## src/rtl/exp_share_arb.sv

```systemverilog
// exp_share_arb
// Shares one pipelined exp unit among NUM_REQ requesters (e.g. per-head
// softmax lanes). Requesters are granted round-robin through a valid/ready
// handshake. Every issued operand carries a tag down a shift register that
// matches the exp unit latency. The returning result is routed back to the
// issuing requester as a registered one-hot response.
//
// Optional feature (macro EXP_ARB_PRIO_EN):
//   When defined, requester 0 has fixed top priority. Requesters
//   1..NUM_REQ-1 rotate among themselves, and the pointer only moves on
//   their grants. When undefined, all requesters are pure round-robin.
//
// Ports:
//   clk          rising-edge clock
//   rst_n        asynchronous active-low reset
//   i_req_valid  per-requester operand valid
//   o_req_ready  per-requester ready (one-hot grant, or zero)
//   i_req_data   packed operands, requester k at [k*IN_DATA_WIDTH +: IN_DATA_WIDTH]
//   o_exp_en     enable to the exp unit (one accept this cycle)
//   o_exp_data   operand to the exp unit, zero when idle
//   i_exp_valid  exp unit result valid
//   i_exp_data   exp unit result
//   o_rsp_valid  one-hot response valid, one cycle
//   o_rsp_data   response data shared by all requesters
//   o_busy       any tag in flight or response being presented
//   o_err        sticky: exp valid and tail tag disagreed
module exp_share_arb #(
  parameter int NUM_REQ        = 4,
  parameter int IN_DATA_WIDTH  = 32,
  parameter int OUT_DATA_WIDTH = 16,
  parameter int EXP_LATENCY    = 1
) (
  input  logic                              clk,
  input  logic                              rst_n,
  input  logic [NUM_REQ-1:0]                i_req_valid,
  output logic [NUM_REQ-1:0]                o_req_ready,
  input  logic [NUM_REQ*IN_DATA_WIDTH-1:0]  i_req_data,
  output logic                              o_exp_en,
  output logic [IN_DATA_WIDTH-1:0]          o_exp_data,
  input  logic                              i_exp_valid,
  input  logic [OUT_DATA_WIDTH-1:0]         i_exp_data,
  output logic [NUM_REQ-1:0]                o_rsp_valid,
  output logic [OUT_DATA_WIDTH-1:0]         o_rsp_data,
  output logic                              o_busy,
  output logic                              o_err
);

  localparam int IDX_W = (NUM_REQ > 1) ? $clog2(NUM_REQ) : 1;
  localparam logic [IDX_W-1:0] LAST_IDX = IDX_W'(NUM_REQ - 1);

`ifdef EXP_ARB_PRIO_EN
  localparam logic PRIO_EN = 1'b1;
`else
  localparam logic PRIO_EN = 1'b0;
`endif

  logic [IDX_W-1:0]          ptr_q, ptr_d;
  logic                      grant_found;
  logic [IDX_W-1:0]          grant_idx;
  int                        cand_int;
  logic [IDX_W-1:0]          cand_idx;
  logic                      accept;

  logic [EXP_LATENCY-1:0]    tag_vld_q, tag_vld_d;
  logic [IDX_W-1:0]          tag_idx_q [EXP_LATENCY];
  logic [IDX_W-1:0]          tag_idx_d [EXP_LATENCY];
  logic                      tail_vld;
  logic [IDX_W-1:0]          tail_idx;

  logic [NUM_REQ-1:0]        rsp_valid_q, rsp_valid_d;
  logic [OUT_DATA_WIDTH-1:0] rsp_data_q, rsp_data_d;
  logic                      err_q, err_d;

  // Grant search: walk upward from the pointer with wrap-around and take the
  // first valid requester. In priority mode requester 0 wins outright, and
  // it is skipped by the rotating search so it never consumes a turn.
  always_comb begin
    grant_found = 1'b0;
    grant_idx   = '0;
    cand_int    = 0;
    cand_idx    = '0;
    if (PRIO_EN && i_req_valid[0]) begin
      grant_found = 1'b1;
      grant_idx   = '0;
    end else begin
      for (int i = 0; i < NUM_REQ; i++) begin
        cand_int = int'(ptr_q) + i;
        if (cand_int >= NUM_REQ) begin
          cand_int = cand_int - NUM_REQ;
        end
        cand_idx = IDX_W'(cand_int);
        if (!grant_found && i_req_valid[cand_idx] &&
            !(PRIO_EN && (cand_idx == '0))) begin
          grant_found = 1'b1;
          grant_idx   = cand_idx;
        end
      end
    end
  end

  // The arbiter never stalls, so a grant is always an accept.
  assign accept = grant_found;

  always_comb begin
    o_req_ready = '0;
    o_exp_data  = '0;
    if (grant_found) begin
      o_req_ready[grant_idx] = 1'b1;
      o_exp_data = i_req_data[int'(grant_idx)*IN_DATA_WIDTH +: IN_DATA_WIDTH];
    end
  end

  assign o_exp_en = accept;

  // Pointer moves to one past the winner. Priority grants to requester 0
  // leave it untouched so the others keep their place in the rotation.
  always_comb begin
    ptr_d = ptr_q;
    if (accept && !(PRIO_EN && (grant_idx == '0))) begin
      ptr_d = (grant_idx == LAST_IDX) ? '0 : grant_idx + IDX_W'(1);
    end
  end

  // Tag shift register. It runs every cycle so the tail stays aligned with
  // the fixed-latency exp result.
  always_comb begin
    tag_vld_d    = '0;
    tag_vld_d[0] = accept;
    for (int s = 0; s < EXP_LATENCY; s++) begin
      tag_idx_d[s] = '0;
    end
    tag_idx_d[0] = grant_idx;
    for (int s = 1; s < EXP_LATENCY; s++) begin
      tag_vld_d[s] = tag_vld_q[s-1];
      tag_idx_d[s] = tag_idx_q[s-1];
    end
  end

  assign tail_vld = tag_vld_q[EXP_LATENCY-1];
  assign tail_idx = tag_idx_q[EXP_LATENCY-1];

  // A response goes out only when result and tag agree. Any disagreement
  // drops the orphan and latches the sticky error flag.
  always_comb begin
    rsp_valid_d = '0;
    rsp_data_d  = rsp_data_q;
    err_d       = err_q | (i_exp_valid ^ tail_vld);
    if (i_exp_valid && tail_vld) begin
      rsp_valid_d[tail_idx] = 1'b1;
      rsp_data_d            = i_exp_data;
    end
  end

  always_ff @(posedge clk or negedge rst_n) begin
    if (!rst_n) begin
      ptr_q       <= '0;
      tag_vld_q   <= '0;
      for (int s = 0; s < EXP_LATENCY; s++) begin
        tag_idx_q[s] <= '0;
      end
      rsp_valid_q <= '0;
      rsp_data_q  <= '0;
      err_q       <= 1'b0;
    end else begin
      ptr_q       <= ptr_d;
      tag_vld_q   <= tag_vld_d;
      for (int s = 0; s < EXP_LATENCY; s++) begin
        tag_idx_q[s] <= tag_idx_d[s];
      end
      rsp_valid_q <= rsp_valid_d;
      rsp_data_q  <= rsp_data_d;
      err_q       <= err_d;
    end
  end

  assign o_rsp_valid = rsp_valid_q;
  assign o_rsp_data  = rsp_data_q;
  assign o_err       = err_q;
  assign o_busy      = (|tag_vld_q) | (|rsp_valid_q);

endmodule

```

## config.mk

```make
export PLATFORM = sky130hd
export DESIGN_NAME = exp_share_arb
export DESIGN_NICKNAME = d
export VERILOG_FILES = /design/src/rtl/exp_share_arb.sv
export SDC_FILE = /design/constraint.sdc
export NUM_CORES = 1
export LEC_CHECK = 0
export CORE_UTILIZATION = 25
export CTS_CLUSTER_SIZE = 14
export DETAILED_ROUTE_END_ITERATION = 10
export HOLD_SLACK_MARGIN = 0.15
export MAX_ROUTING_LAYER = met4
export PLACE_DENSITY = 0.73
export SYNTH_ARGS = -nofsm -noshare
export SYNTH_HDL_FRONTEND = slang
export SYNTH_SLANG_ARGS = --single-unit
```

## constraint.sdc

```tcl
create_clock -name clk -period 4.6 [get_ports clk]
set_input_delay 0.92 -clock clk [delete_from_list [all_inputs] [get_ports clk]]
set_output_delay 0.92 -clock clk [all_outputs]
set_load 0.01 [all_outputs]
```

==> flow_summary.toml <==
[timing]
max_slew_margin = 0.246
min_period_ps = 4280
tightest_slew_ps = 1130
period_share = 0.931
fmax_mhz = 233
hold_ws_ps = 465
drv_slew = 0
setup-tns-final_ps = 0
fin_skew_ps = 10.3
fin_ws_ps = 316
hold_viol = 0
rsz0062_at_grt = "no"
setup_viol = 0

[clocking]
cts_setup_buffers = 0
clk_root_buffer_cell = "clkbuf_8"
path_clk_slew_ps = 80
cts_max_level = 1
clockBufferDepth = 2
cts_inserted_buffers = 3
ctsHoldBuffers = 0
cts.sinks = 26
ctsResizeCount = 0
cts_tree = "yes"
clkLatencyLatePin_ps = 270

[global_route]
grt-ovfl-total = 0
antenna_found_initial = 0
grtUsageTotal = 0.175
grt_pass1_vias = 2385
grt_pass1_wl_um = 11600
grt_max_degree = 33

[critical_path]
regToRegSetupSlack_ps = 2630
critPathKind = "input port to output pin"
crit_path_end_kind = "output pin"
cp_cell_sequence = "clkdlybuf4s50_1 -> and2b_1 -> nand2_1 -> nand4_4 -> buf_12 -> mux2i_1 -> o22ai_1 -> clkdlybuf4s50_1"
path_delay_family = "buffers and inverters"
crit_fanout = 22
rr_startpoint = "ptr_q[0]"
max_stage_delay_ps = 590
rr_worst_depth = 8
timing.rr.end = "ptr_q[1]"
cp-start-kind = "input port"
path_buf_inv = 3
cpMaxStageDelayCell = "clkdlybuf4s50_1"
arrival_ps = 3360
crit_cells = 8
required_ps = 3680
cpMostUsedCell = "clkdlybuf4s50_1"

[route]
detail-route-antenna-nets = 0
detail_route.first_pass.iterations = 4
via_per_inst = 4.64
drt-met1-wl_um = 3070
vias = 2337
wl_per_cell_um = 15.7
drt_iter0_markers = 45
wl_met2_um = 4240
met3WireLength_um = 477
wirelength_um = 7920
drc = 0
dr.max_layer_used = "met4"

[run]
cap_viol_max_count = 0

[die]
io_pins = 210
start_util = 0.258
die_w_um = 93.8
rows = 33
coreArea_um2 = 8180
die_h_um = 93.8
dieArea_um2 = 8800

[power]
ir_drop_mv = 0.204
powerDensity_nw_per_um2 = 398
p_leak_uw = 0.00188
power_uw = 1730

[logic_synthesis]
syn_nets = 350
synth_cell_type_count = 29
synth_top_family_by_area = "multiplexers"
synthSimpleGateAreaFrac = 0.0689
synth.yosys.seq_area_share = 0.309
muxShareOfSynthArea = 0.394
synthCells = 194
synth-seq-cells = 26
ys_warn_count = 0
synth_xor_area_frac = 0
synth_fa_ha_area_frac = 0.0297
synth_compound_area_frac = 0.125
syn_avg_cell_area_um2 = 10.9
syn_area_um2 = 2110

[min_path]
worstHoldStart = "o_err"
hold_path_depth = 1
min_to = "o_err"
min_path_type = "flop to flop"

[finish]
nNetsFinal = 556
design_area_um2 = 4340
antenna-diode-count = 0
drive_above_1_share = 0.0877
area_growth_syn_to_layout_pct = 106

[placement]
place_congestion = 0.812
place_hpwl_um = 6760
port_buffers = 209
pre_cts_ws_ps = 309
place_area_um2 = 4270

[status]
status = "finished, final reports clean"
==> per-layer routing <==
metal  global-route usage  up-vias
li1                     -     1141
met1                0.198     1088
met2                0.318      102
met3               0.0283        6
met4               0.0462        0
met5                    -        -
==> worst register-to-register path, delay by kind of cell, from the launching register on <==
kind | cells | cell delay [ps]
AO/OA/AOI/OAI | 1 | 70
adder cells (fa/ha/maj) | 1 | 230
buffers and inverters | 2 | 410
flip-flops | 1 | 430
AND/OR/NAND/NOR | 4 | 720
==> layout by cell type, fill, tap and decap left out, types with 2 or more instances in the layout <==
master / n
and2_1: 4
ha_1: 5
nor2_1: 5
nand2_1: 8
dfrtp_1: 26
o22ai_1: 32
clkbuf_8: 3
mux2i_1: 65
buf_12: 2
inv_2: 3
clkdlybuf4s50_1: 209
buf_4: 5
mux2_2: 16
==> flip-flops by register name, indices dropped and copies added (netlist names) <==
name / count
ptr_q: 2
o_rsp_valid: 4
tag_vld_q: 1
tag_idx_q: 2
o_rsp_data: 16
o_err: 1
==> kinds of logic (layout without fill, tap and decap cells) <==
| logic type | after synthesis | in the layout |
|---|---|---|
| AND/OR/NAND/NOR | 25 | 25 |
| AO/OA/AOI/OAI | 39 | 39 |
| buffers and inverters | 18 | 223 |
| multiplexers | 81 | 81 |
| flip-flops | 26 | 26 |
| adder cells (fa/ha/maj) | 5 | 5 |
==> cell type report <==
cell class	instances	area (µm²)
Clock buffer	3	41.3
Clock inverter	1	30.0
Fill cell	742	3830
Inverter	3	11.3
Multi-Input combinational cell	150	1310
Sequential cell	26	651
Tap cell	105	131
Timing Repair Buffer	216	2170
==> cells in the mapped netlist <==
cell        n  share of area
and2b_1     1         0.0036
o21ai_2     1         0.0042
and3b_1     1         0.0042
dfrtp_1    26           0.31
mux2i_1    65           0.31
nand2_1     8          0.014
buf_2       3         0.0071
buf_12      4          0.038
a21oi_1     1         0.0024
o22ai_1    32          0.095
ha_1        5          0.030
a21boi_0    1         0.0036
nand4b_1    1         0.0042
and3_1      1         0.0030
nor3_1      1         0.0024
buf_8       1         0.0071
clkbuf_4    2         0.0071
inv_2       3         0.0053
clkbuf_1    5         0.0089
nor2_1      5         0.0089
or2_2       1         0.0030
nor3b_1     1         0.0036
mux2_2     16          0.086
o21ai_1     1         0.0024
and2_1      4          0.012
nand4_4     1          0.010
o21ai_0     1         0.0024
a21oi_4     1         0.0077
a2bb2oi_2   1         0.0071
==> worst max-delay path by stage <==
stage,slack [ps],start,to
finish,320,i_req_valid[3],o_exp_data[2]
global route,180,i_req_valid[3],o_exp_data[2]
CTS,310,i_req_valid[3],o_exp_data[2]
detailed placement,310,i_req_valid[3],o_exp_data[2]
global placement,380,i_req_valid[3],o_exp_data[2]
floorplan,1650,i_req_valid[3],o_req_ready[1]
==> through the flow <==
| stage | utilization | cells |
|---|---|---|
| floorplan | - | 194 |
| global placement | 0.522 | 500 |
| detailed placement | 0.522 | 500 |
| CTS | 0.531 | 504 |
| global route | 0.531 | 504 |
| finish | 0.531 | 504 |
==> where the power goes <==
| group | total [µW] | leakage [µW] | switching, µW | internal [µW] |
|---|---|---|---|---|
| Clock | 186 | 0.0000357 | 69.9 | 116 |
| Combinational | 1240 | 0.00154 | 538 | 705 |
| Sequential | 299 | 0.000306 | 30.9 | 268 |
| Total | 1730 | 0.00188 | 639 | 1090 |
Note: power is estimated with default switching activity, not from simulation.
